## src/rtl/accel_pkg.sv

```systemverilog
// accel_pkg: shared sample type and default FIFO geometry for the accelerometer sample path.
package accel_pkg;
  typedef struct packed {
    logic [15:0] x;
    logic [15:0] y;
    logic [15:0] z;
  } accel_sample_t;
  localparam int ACCEL_DEPTH = 16;
  localparam int ACCEL_AW = 4;
endpackage

```

## src/rtl/sample_ram.sv

```systemverilog
// sample_ram: DEPTH x 48 storage, one write port, one registered read port (block-RAM style).
module sample_ram
  import accel_pkg::*;
#(
  parameter int DEPTH = ACCEL_DEPTH,
  parameter int AW = ACCEL_AW
) (
  input  logic          sys_clk,
  input  logic          rst,
  input  logic          we,
  input  logic [AW-1:0] waddr,
  input  accel_sample_t wdata,
  input  logic          re,
  input  logic [AW-1:0] raddr,
  output accel_sample_t rdata
);
  accel_sample_t mem [DEPTH];
  always_ff @(posedge sys_clk)
    if (we) mem[waddr] <= wdata;
  // Read-before-write: a same-address read returns the old word, which a full FIFO relies on.
  always_ff @(posedge sys_clk)
    if (rst) rdata <= '0;
    else if (re) rdata <= mem[raddr];
endmodule

```

## src/rtl/accel_sample_fifo.sv

```systemverilog
// accel_sample_fifo: decimating xyz sample FIFO with sticky error flags and watermark irq.
module accel_sample_fifo
  import accel_pkg::*;
#(
  parameter int DEPTH = ACCEL_DEPTH,
  parameter int AW = ACCEL_AW
) (
  input  logic          sys_clk,
  input  logic          rst,
  input  logic          sample_strobe,
  input  logic [15:0]   x_in,
  input  logic [15:0]   y_in,
  input  logic [15:0]   z_in,
  input  logic [3:0]    decim,
  input  logic [AW:0]   watermark,
  input  logic          flush,
  input  logic          rd_en,
  output logic          rd_valid,
  output logic [15:0]   rd_x,
  output logic [15:0]   rd_y,
  output logic [15:0]   rd_z,
  output logic [AW:0]   level,
  output logic          empty,
  output logic          full,
  output logic          overflow,
  output logic          underflow,
  input  logic          clr_err,
  output logic          irq
);
  localparam logic [AW:0] FULL_LVL = (AW+1)'(DEPTH);
  logic [AW-1:0] wr_ptr, rd_ptr;
  logic [AW:0] lvl_n;
  logic [3:0] dcnt, dlim_q, dlim;
  logic kept, rd_ok, wr_ok, ovf_set, udf_set, above_c, above_n;
  accel_sample_t rd_s;
  assign empty = level == '0;
  assign full = level == FULL_LVL;
  // The decim value is latched at the start of each period so mid-period changes wait for the wrap.
  assign dlim = dcnt == '0 ? decim : dlim_q;
  assign kept = sample_strobe && dcnt == '0;
  assign rd_ok = rd_en && !empty && !flush;
  assign wr_ok = kept && (!full || rd_ok) && !flush;
  assign ovf_set = kept && full && !rd_ok && !flush;
  assign udf_set = rd_en && empty && !flush;
  assign lvl_n = flush ? '0 : level + (AW+1)'(wr_ok) - (AW+1)'(rd_ok);
  assign above_c = watermark != '0 && level >= watermark;
  assign above_n = watermark != '0 && lvl_n >= watermark;
  always_ff @(posedge sys_clk)
    if (rst) begin
      wr_ptr <= '0;
      rd_ptr <= '0;
      level <= '0;
      dcnt <= '0;
      dlim_q <= '0;
      rd_valid <= 1'b0;
      overflow <= 1'b0;
      underflow <= 1'b0;
      irq <= 1'b0;
    end else begin
      level <= lvl_n;
      rd_valid <= rd_ok;
      irq <= above_n && !above_c;
      wr_ptr <= flush ? '0 : wr_ptr + AW'(wr_ok);
      rd_ptr <= flush ? '0 : rd_ptr + AW'(rd_ok);
      overflow <= ovf_set || (overflow && !clr_err);
      underflow <= udf_set || (underflow && !clr_err);
      if (flush) dcnt <= '0;
      else if (sample_strobe) begin
        dcnt <= dcnt >= dlim ? '0 : dcnt + 4'd1;
        if (dcnt == '0) dlim_q <= decim;
      end
    end
  sample_ram #(.DEPTH(DEPTH), .AW(AW)) u_ram (
    .sys_clk(sys_clk),
    .rst(rst),
    .we(wr_ok),
    .waddr(wr_ptr),
    .wdata({x_in, y_in, z_in}),
    .re(rd_ok),
    .raddr(rd_ptr),
    .rdata(rd_s)
  );
  assign rd_x = rd_s.x;
  assign rd_y = rd_s.y;
  assign rd_z = rd_s.z;
endmodule

```

## config.mk

```make
export PLATFORM = sky130hd
export DESIGN_NAME = accel_sample_fifo
export DESIGN_NICKNAME = d
export VERILOG_FILES = /design/src/rtl/accel_pkg.sv /design/src/rtl/sample_ram.sv /design/src/rtl/accel_sample_fifo.sv
export SDC_FILE = /design/constraint.sdc
export NUM_CORES = 1
export LEC_CHECK = 0
export CORE_MARGIN = 4
export CORE_UTILIZATION = 38
export CTS_BUF_LIST = sky130_fd_sc_hd__clkbuf_4 sky130_fd_sc_hd__clkbuf_8 sky130_fd_sc_hd__clkbuf_16
export CTS_CLUSTER_SIZE = 28
export DETAILED_ROUTE_END_ITERATION = 7
export PLACE_DENSITY = 0.51
export SLEW_MARGIN = 10
export SYNTH_ARGS = -nofsm -noshare
export SYNTH_HDL_FRONTEND = slang
export SYNTH_SLANG_ARGS = --single-unit
```

## constraint.sdc

```tcl
create_clock -name sys_clk -period 13.1 [get_ports sys_clk]
set_input_delay 3.93 -clock sys_clk [delete_from_list [all_inputs] [get_ports sys_clk]]
set_output_delay 3.93 -clock sys_clk [all_outputs]
set_load 0.02 [all_outputs]
```

; ---- Word-level counts from Yosys, hierarchy flattened
; Memories as Yosys holds them, arrays and structs flattened. A register that Yosys moved wholly into a read port is not among the register bits.
; Index checks and enable logic that the tools add are counted.
[op_classes]
n_addsub = 5
n_lt_le_gt_ge = 3
eq_ne = 1
mux = 5
bitwise = 1
n_reduce_logical = 29
[op_table]
columns = op, count
row1 = 1-bit logical AND, 15
row2 = 5-bit greater-or-equal comparator, 2
row3 = 4-bit by 1-bit adder with 4-bit output, 2
row4 = 4-bit two-way mux, 2
row5 = 1-bit logical NOT, 6
row6 = 5-bit by 1-bit adder with 5-bit output, 1
row7 = 5-bit == test (second input constant), 1
row8 = 5-bit logical NOT, 1
row9 = 5-bit two-way mux, 1
row10 = 5-bit nonzero test, 1
row11 = 5-bit by 1-bit subtractor with 5-bit output, 1
row12 = 4-bit by 1-bit adder with 4-bit output (second input constant), 1
row13 = 4-bit greater-or-equal comparator, 1
row14 = 4-bit logical NOT, 1
row15 = 1-bit logical OR, 3
row16 = 1-bit two-way mux, 2
row17 = 2-bit AND reduction, 1
row18 = 2-bit OR reduction, 1
row19 = 1-bit NOT, 1
[totals]
ff_bits = 25
ramBits = 768
out_inout_bits = 59
wordCells = 54
n_memories = 1
[memory_table]
columns = memory, words, word_bits, read_ports, rd_clocked_by_memory_dff, write_ports, line
row1 = u_ram.mem, 16, 48, 1, 1, 1, sample_ram.sv:17  ; accel_sample_t mem [DEPTH];

; ---- Depth between registers and ports, before layout
; Gate-level depths: netlist (run 1).
[depth]
word_depth = 13
mapped_depth = 21

; ---- Cells and area by module
; A second synthesis (run 1) with hierarchy kept.
[hier_totals]
cells_unflattened = 1972
area_unflattened_um2 = 32825.2
[by_module_without_submodules]
columns = module, instances, cells_each, area_each_um2
row1 = sample_ram, 1, 1811, 31288.8
row2 = accel_sample_fifo, 1, 161, 1536.5

; ---- Least setup slack after synthesis (run 1)
; No wires, ideal clock.
[synth_timing]
path_type = input -> register
startpoint = in sample_strobe
endpoint = mem u_ram.mem[0][0] (netlist bit), enable pin
arrival_ps = 8120
required_time_ps = 12587
setup_slack_ps = 4468
stages = 4
n_path_buf = 1
cell_sequence = clkbuf_1 > nand3b_2 > or4_1 > nor3_1
[synth_via]
elab_chain_len = 5
[synth_lines]
columns = element, line
row1 = start: declaration, accel_sample_fifo.sv:10  ; input logic sample_strobe,
row2 = 1-bit logical AND, accel_sample_fifo.sv:40  ; assign kept = sample_strobe && dcnt == '0;
row3 = 1-bit logical AND (2 in a row), accel_sample_fifo.sv:42  ; assign wr_ok = kept && (!full || rd_ok) && !flush;
row4 = 1-bit two-way mux, sample_ram.sv:19  ; if (we) mem[waddr] <= wdata;
row5 = 1-bit two-way mux (not written as such), sample_ram.sv:19
row6 = end: declaration, sample_ram.sv:17
; No other way between the ends.

; ---- Final worst setup path (run 1)
[layout_timing]
startpoint = in flush
endpoint = reg irq
[layout_via]
elab_chain_len = 11
[layout_lines]
columns = element, line
row1 = start: declaration, accel_sample_fifo.sv:16  ; input logic flush,
row2 = 1-bit logical NOT, "accel_sample_fifo.sv:41, accel_sample_fifo.sv:42"
row3 = 1-bit logical AND, accel_sample_fifo.sv:41  ; assign rd_ok = rd_en && !empty && !flush;
row4 = 1-bit logical OR, accel_sample_fifo.sv:42
row5 = 1-bit logical AND (2 in a row), accel_sample_fifo.sv:42
row6 = 5-bit by 1-bit adder with 5-bit output, accel_sample_fifo.sv:45  ; assign lvl_n = flush ? '0 : level + (AW+1)'(wr_ok) - (AW+1)'(rd_ok);
row7 = 5-bit by 1-bit subtractor with 5-bit output, accel_sample_fifo.sv:45
row8 = 5-bit two-way mux *, accel_sample_fifo.sv:45
row9 = net lvl_n[4], accel_sample_fifo.sv:32  ; logic [AW:0] lvl_n;
row10 = 5-bit greater-or-equal comparator *, accel_sample_fifo.sv:47  ; assign above_n = watermark != '0 && lvl_n >= watermark;
row11 = 1-bit logical AND *, accel_sample_fifo.sv:47
row12 = 1-bit logical AND *, accel_sample_fifo.sv:62  ; irq <= above_n && !above_c;
row13 = end signal: assignment, accel_sample_fifo.sv:62
row14 = end: declaration, accel_sample_fifo.sv:28  ; output logic irq
; Mark *: on every way through the listed nets, which the timed path passes. The rest lies on a longest branch.
; A chain may end at the register's enable or synchronous reset.

==> results of run 1 <==
## worst min-delay path, cell delays in order, from the launching register on
cell and delay, ns:
dfxtp_1 0.30, nand2_1 0.05, a21oi_1 0.05
## state kept, by name, summed over array words and instances, names as in the netlist
| register | count |
|---|---|
| u_ram.rdata | 48 |
| wr_ptr | 4 |
| level | 5 |
| overflow | 1 |
| u_ram.mem | 768 |
| dcnt | 4 |
| dlim_q | 4 |
| rd_valid | 1 |
| rd_ptr | 4 |
| underflow | 1 |
| irq | 1 |
## through the flow
stage | cells | total power, mW | util
after floorplan | 1478 | 3.15 | -
after global placement | 2613 | 3.27 | 0.416
after detailed placement | 2613 | 3.27 | 0.416
after CTS | 2783 | 5.80 | 0.453
after global routing | 2783 | 5.93 | 0.453
final | 2784 | 5.72 | 0.453
## per-layer routing
metal	share of wire	vias to the layer above	GRT usage	routed length [um]
met5	0.00053	-	0	41
met4	0.017	6	0.0443	1350
met3	0.049	96	0.0285	3800
met2	0.48	401	0.278	37100
met1	0.46	8301	0.254	35300
li1	-	6549	-	-
## layout make-up
cell class              count  share of cell area
diodes                      1           0.0000670
clock buffers             117              0.0664
clock inverters            53              0.0135
inverters                  20             0.00201
multi-input cells         531               0.186
flip-flops and latches    841               0.657
well taps                1070              0.0359
repair buffers            151              0.0390
## how the worst min path moves through the flow
stage	start	to	slack, ns	depth (start not counted)
2_1_floorplan	dlim_q[0]	dlim_q[0]	0.43	2
3_3_place_gp	dlim_q[0]	dlim_q[0]	0.44	2
3_5_place_dp	dlim_q[3]	dlim_q[3]	0.45	2
4_1_cts	dlim_q[3]	dlim_q[3]	0.46	2
5_1_grt	dlim_q[3]	dlim_q[3]	0.48	2
6_report	dlim_q[3]	dlim_q[3]	0.45	2
## power by group
| part | switching, mW | total, mW | internal, mW |
|---|---|---|---|
| Clock | 1.05 | 2.51 | 1.47 |
| Combinational | 0.136 | 0.240 | 0.104 |
| Sequential | 0.0180 | 2.97 | 2.95 |
## logic make-up after synthesis
| logic type | after synthesis | synth area share |
|---|---|---|
| muxes | 197 | 0.138 |
| AOI/OAI and AO/OA | 167 | 0.0434 |
| and+or+nand+nor | 129 | 0.0193 |
| adders and majority gates | 27 | 0.0109 |
| buffers and inverters | 106 | 0.0152 |
| DFF | 841 | 0.771 |
| xor gates and xnor gates | 11 | 0.00303 |
## cell usage after synthesis, types with 8 or more instances
cell,instances,share of area
ha_1,26,0.010
nor3_1,8,0.0013
clkbuf_1,36,0.0042
nor2_1,31,0.0037
o221ai_1,48,0.013
buf_2,27,0.0042
buf_1,13,0.0015
a22oi_1,76,0.018
inv_1,20,0.0024
mux4_2,192,0.14
dfxtp_1,73,0.046
nand2_1,60,0.0071
a22oi_2,20,0.0079
edfxtp_1,768,0.72
a21oi_1,11,0.0017
==> impl_metrics.toml, run 1 <==
[run_status]
status = "finished, final reports clean"

[worst_setup_path]
critPathMaxFanout = 12
critPathCaptureType = "register"
r2r_end = "irq"
startpoint = "flush"
cp_num_cells = 19
cpMostUsedCell = "inv_1"
r2r-start = "dcnt[0]"
start_kind = "input pin"
arrival_ns = 7.76
path_cells = "clkdlybuf4s50_1, and2b_1, nor2b_1, nor2_1, inv_1, ha_1, inv_1, ha_1, inv_1, fa_1, inv_1, a21oi_1, o21bai_1, xnor2_1, nor2_1, ha_1, o21ai_0, a21oi_1, o221a_2"
critical_path_buf_inv_count = 5
cp_slowest_stage_delay_ns = 0.62
cp_top_family = "adder cells"
criticalPathCategory = "input pin to register"
slowest_stage = "clkdlybuf4s50_1"
rrSetupSlack_ns = 9.18
crit_end = "irq"
worstRegToRegCells = 20
required_ns = 13.62

[cts]
insertion_delay_ns = 0.64
hold_buffers = 0
clock_path_buffers = 3
cts_tree = "built"
post-cts-setup-buffer-count = 0
clk_pin_slew_ns = 0.05
cts_buffers = 90
h-tree-depth = 3
ctsResizeCount = 0
cts.sinks = 841
clockRootBuffer = "clkbuf_16"

[floorplan]
die_h_um = 297
die_width_um = 297
dieArea_um2 = 88400
core_um2 = 82500
fp-row-count = 105
top_level_ports = 122
start_util = 0.386

[synthesis]
synth_nets = 1568
synth-edff-count = 768
synth-main-ff-cell = "edfxtp_1"
syn_area_per_cell_um2 = 21.5
ys_ff_latch = 841
yosys_warnings = 0
synthArstFlopShare = 0
synth_cell_types = 45
netlist_instances = 1478
ys_seq_area_frac = 0.771
syn_area_um2 = 31800

[min_path]
hold_class = "register to register"

[global_routing]
grt_usage = 0.175
grt-ovfl-total = 0
grt_max_degree = 151
antenna_found_initial = 4
grt_pass1_vias = 16137
grt_pass1_wl_mm = 114

[pwr]
peakVddDrop_uv = 97.0
power.density_nw_per_um2 = 153
leakagePower_nw = 11.5

[sta]
fin_crit_sh = 0.552
maxSlewViolCount = 0
timing.final.ws_setup_ns = 5.86
worst_slew_pin_slew_ns = 1.14
holdWs_ns = 0.454
rsz0062_at_grt = "false"
fmax_ghz = 0.138
fin_crit_ns = 7.24
setup_tns_ns = 0
hold_violations = 0
setup_violations = 0
fin_skew_ns = 0.0201
slew_headroom = 0.237

[finish]
multi_input_area_um2 = 6960
ff_latch_area_um2 = 24500
syn2layout_area_growth_pct = 17.4
final_common_cell = "edfxtp_1"
final_layout_size_suffix_gt1_frac = 0.249
stdcell_area_um2 = 37300
n_fill_cell = 6989
final_cell_mix = "edfxtp_1, mux4_2, clkdlybuf4s50_1"
final_nets = 1725

[drt]
drc_errors = 0
avgRoutedWirePerCell_um = 27.8
drtIter0Drc = 1369
postRouteAntennaNets = 0
vias = 15353
postRouteWirelength_mm = 77.5
post_drt_via_cell_ratio = 5.51
dr.pass1.iters = 5

[placed_design]
dpl.hpwl_mm = 36.0
dp_slack_ns = 5.22
finalWeightedCongestion = 0.707
portBuffers = 121
placed_area_um2 = 34400

[run]
cap_violations = 0
(Power assumes the default switching activity.)
==> run 2: changes to the inputs <==
Clock period 13.1 ns to 7 ns, I/O delays scaled along.
==> impl_metrics.toml, run 2 (synthesis gave the netlist of run 1 again) <==
[min_path]
hp-start = "dlim_q[3]"
hold_class = "register to register"

[pwr]
power.density_nw_per_um2 = 289
leakagePower_nw = 11.7
peakVddDrop_uv = 199

[finish]
top_register = "u_ram.mem"
fin_cells = 2790
final_layout_size_suffix_gt1_frac = 0.253
largest_reg_flops = 768
top_regs = "u_ram.mem (768), u_ram.rdata (48), level (5)"
final_cell_mix = "edfxtp_1, mux4_2, clkdlybuf4s50_1"
final_nets = 1732
syn2layout_area_growth_pct = 18.1
final_common_cell = "edfxtp_1"

[sta]
hold_violations = 0
fin_skew_ns = 0.0283
worst_slew_pin_slew_ns = 1.08
slew_headroom = 0.282
fin_crit_sh = 0.768
maxSlewViolCount = 0
fin_crit_ns = 5.38
setup_violations = 0
setup_tns_ns = 0
rsz0062_at_grt = "false"
fmax_ghz = 0.186

[cts]
clk_pin_slew_ns = 0.06
h-tree-depth = 3
hold_buffers = 0
insertion_delay_ns = 0.63
cts.sinks = 841
ctsResizeCount = 0
clockRootBuffer = "clkbuf_16"
post-cts-setup-buffer-count = 0
clock_path_buffers = 3
cts_tree = "built"
cts_buffers = 90

[floorplan]
core_um2 = 82500
dieArea_um2 = 88400
fp-row-count = 105
die_h_um = 297
start_util = 0.386
top_level_ports = 122
die_width_um = 297

[global_routing]
antenna_found_initial = 5
grt_max_degree = 125
grt_usage = 0.173
grt_pass1_vias = 16522
grt_pass1_wl_mm = 113
grt-ovfl-total = 0

[run_status]
status = "finished, final reports clean"

[worst_setup_path]
worstRegToRegCells = 20
r2r-start = "dcnt[0]"
r2r_end = "irq"
arrival_ns = 5.90
startpoint = "flush"
start_kind = "input pin"
critPathCaptureType = "register"
crit_end = "irq"
critPathMaxFanout = 12
required_ns = 7.52
criticalPathCategory = "input pin to register"
rrSetupSlack_ns = 3.16

[placed_design]
dpl.hpwl_mm = 37.8
dpl.cell_count = 2620
finalWeightedCongestion = 0.724
portBuffers = 121

[drt]
dr.pass1.iters = 5
postRouteWirelength_mm = 76.2
post_drt_via_cell_ratio = 5.52
postRouteAntennaNets = 0
drc_errors = 0
avgRoutedWirePerCell_um = 27.3
drtIter0Drc = 1586
vias = 15396

[run]
cap_violations = 0
-- run 2: changes by cell type in the layout (fill, tap and decap cells not counted), moves of 2 or more --
cell / change
clkbuf_8: +7
buf_12: +6
clkinv_2: -4
clkinvlp_4: -4
bufinv_16: +3
clkinv_1: -3
clkbuf_16: +2
clkinv_4: -2
-- run 2: worst min path at each step --
stage | end | slack (ns) | cells past startpoint
after floorplan | dlim_q[0] | 0.43 | 2
after global placement | dlim_q[3] | 0.44 | 2
after detailed placement | dlim_q[3] | 0.45 | 2
after CTS | dlim_q[3] | 0.46 | 2
after global routing | dlim_q[3] | 0.48 | 2
final | dlim_q[3] | 0.46 | 2
-- run 2: critical path: stages --
cell             delay [ns]
clkdlybuf4s50_1        0.62
and2b_1                0.45
nor2b_1                0.12
nor2_1                 0.31
inv_1                  0.09
ha_1                   0.30
inv_1                  0.06
ha_1                   0.16
inv_1                  0.06
fa_1                   0.43
inv_1                  0.07
a21oi_1                0.06
o21bai_1               0.16
xnor2_1                0.16
nor2_1                 0.07
ha_1                   0.28
o21ai_0                0.08
a21oi_1                0.06
o221a_2                0.26
-- run 2: through the flow --
stage                     total power [mW]   util  worst slack, ns  cell area (um^2)  hold WS (ns)
after floorplan                       5.90      -            0.198             31800         0.434
after global placement                6.11  0.418             1.00             34500         0.445
after detailed placement              6.12  0.418            0.984             34500         0.450
after CTS                             11.0  0.455             1.63             37600         0.458
after global routing                  11.3  0.455             1.28             37600         0.481
final                                 10.9  0.455             1.62             37600         0.460
-- run 2: power by group --
part | switching, mW | internal [mW] | leakage [nW]
clock network | 1.91 | 2.96 | 1.55
registers | 0.0306 | 5.52 | 7.51
logic | 0.257 | 0.195 | 2.61
-- run 2: routing by layer --
metal | wire (um) | global-route usage | share of wire
met5 | 22 | 0 | 0.00029
met2 | 36600 | 0.280 | 0.48
met4 | 1160 | 0.0404 | 0.015
met1 | 33900 | 0.243 | 0.44
met3 | 4480 | 0.0338 | 0.059
-- run 2: layout make-up --
type / count / area (um^2)
antenna: 2 / 5.00
clock buffer: 127 / 2630
clock inverter: 41 / 457
fill: 6947 / 44900
inverter: 20 / 75.1
multi-input combinational: 531 / 6960
sequential: 841 / 24500
tap: 1070 / 1340
timing repair buffer: 158 / 1580
==> run 3: changes to the inputs <==
Settings changed: PLACE_DENSITY 0.51 to 0.53.
Clock period 7 ns to 4.9 ns, I/O delays scaled along.
==> impl_metrics.toml, run 3 (synthesis gave the netlist of run 1 again) <==
[pwr]
power.density_nw_per_um2 = 402
power.clock.fraction = 0.434
leakagePower_nw = 11.7
swShare = 0.202
share_comb_of_total_power = 0.043
peakVddDrop_uv = 262
netSwitchingPower_mw = 3.06
power.share.sequential = 0.524
p_int_mw = 12.1

[finish]
stdcell_area_um2 = 37700
syn2layout_area_growth_pct = 18.5
top_regs = "u_ram.mem (768), u_ram.rdata (48), level (5)"
final_cell_mix = "edfxtp_1, mux4_2, clkdlybuf4s50_1"
final_common_cell = "edfxtp_1"
final_nets = 1746
final_layout_size_suffix_gt1_frac = 0.260
largest_reg_flops = 768
top_register = "u_ram.mem"

[min_path]
hold_class = "register to register"

[sta]
setup_tns_ns = 0
fin_crit_sh = 0.848
worst_slew_pin_slew_ns = 1.05
setup_violations = 0
fmax_ghz = 0.241
maxSlewViolCount = 0
slew_headroom = 0.301
fin_crit_ns = 4.16
fin_skew_ns = 0.0203
rsz0062_at_grt = "false"
hold_violations = 0

[cts]
h-tree-depth = 3
cts_buffers = 87
ctsResizeCount = 0
insertion_delay_ns = 0.62
clock_path_buffers = 3
cts.sinks = 841
clockRootBuffer = "clkbuf_16"
cts_tree = "built"
clk_pin_slew_ns = 0.06
hold_buffers = 0
post-cts-setup-buffer-count = 0

[run_status]
status = "finished, final reports clean"

[drt]
postRouteWirelength_mm = 73.9
post_drt_via_cell_ratio = 5.46
dr.pass1.iters = 5
vias = 15315
drtIter0Drc = 1313
postRouteAntennaNets = 0
drc_errors = 0
avgRoutedWirePerCell_um = 26.4

[floorplan]
dieArea_um2 = 88400
die_h_um = 297
core_um2 = 82500
fp-row-count = 105
top_level_ports = 122
start_util = 0.386
die_width_um = 297

[global_routing]
grt_pass1_vias = 16279
antenna_found_initial = 6
grt_pass1_wl_mm = 109
grt_usage = 0.166
grt_max_degree = 65
grt-ovfl-total = 0

[worst_setup_path]
critical_path_buf_inv_count = 5
arrival_ns = 4.66
critPathMaxFanout = 3
cp_slowest_stage_delay_ns = 0.50
criticalPathCategory = "input pin to register"
slowest_stage = "clkdlybuf4s50_1"
cp_top_family = "adder cells"
required_ns = 5.40
rrSetupSlack_ns = 1.24
start_kind = "input pin"
critPathCaptureType = "register"
cpMostUsedCell = "inv_1"
path_cells = "clkdlybuf4s50_1, and2b_1, nor2b_1, nor2_1, inv_1, ha_1, inv_1, ha_1, inv_1, fa_1, inv_1, a21oi_1, o21bai_1, xnor2_1, nor2_1, ha_1, o21ai_0, a21oi_1, o221a_2"

[placed_design]
placed_area_um2 = 34800
finalWeightedCongestion = 0.704
portBuffers = 121
dpl.hpwl_mm = 38.7

[run]
cap_violations = 0
## run 3: power groups by stage
stage | Combinational [mW] | Sequential [mW] | Clock [mW]
CTS | 0.657 | 7.94 | 6.73
finish | 0.644 | 7.94 | 6.57
detailed placement | 0.654 | 8.09 | 0
global placement | 0.642 | 8.09 | 0
global route | 0.701 | 7.94 | 7.05
floorplan | 0.315 | 8.11 | 0
## run 3: layer usage
metal  up-vias  wire length [um]  GRT usage  share of wire
li1       6584                 -          -              -
met2       377             35400      0.266           0.48
met5         -                34          0        0.00046
met1      8262             33400      0.237           0.45
met4         4              1240     0.0410          0.017
met3        88              3940     0.0325          0.053
## run 3: final cells by class
class | instances | area, um^2
Multi-Input combinational cell | 531 | 6970
Tap cell | 1070 | 1340
Antenna cell | 4 | 10.0
Clock inverter | 34 | 315
Timing Repair Buffer | 175 | 1900
Inverter | 20 | 75.1
Sequential cell | 841 | 24500
Clock buffer | 128 | 2570
Fill cell | 6877 | 44800
## run 3: stage by stage
step           hold WS, ns  setup slack, ns  std cells   util  total power [mW]
2_1_floorplan        0.434           0.0127       1478      -              8.42
3_3_place_gp         0.443            0.175       2637  0.422              8.73
5_1_grt              0.478            0.569       2799  0.457              15.7
6_report             0.452            0.743       2803  0.457              15.2
3_5_place_dp         0.446            0.168       2637  0.422              8.74
4_1_cts              0.455            0.808       2799  0.457              15.3
## run 3: worst register-to-register path, cell delays in order, from the launching register on
cell	delay, ns
dfxtp_1	0.36
inv_1	0.11
ha_1	0.20
nor4bb_1	0.33
nor2b_1	0.27
nor2_1	0.10
inv_1	0.06
ha_1	0.22
inv_1	0.05
ha_1	0.16
inv_1	0.06
fa_1	0.42
inv_1	0.07
a21oi_1	0.06
o21bai_1	0.17
xnor2_1	0.17
nor2_1	0.07
ha_1	0.26
o21ai_0	0.07
a21oi_1	0.06
o221a_2	0.26
## run 3: path summary, 6_finish.rpt
kind          endpoint       from  cells past startpoint
max                irq      flush                     19
min          dlim_q[0]  dlim_q[0]                      2
max reg2reg        irq   level[2]                     20
min reg2reg  dlim_q[0]  dlim_q[0]                      2
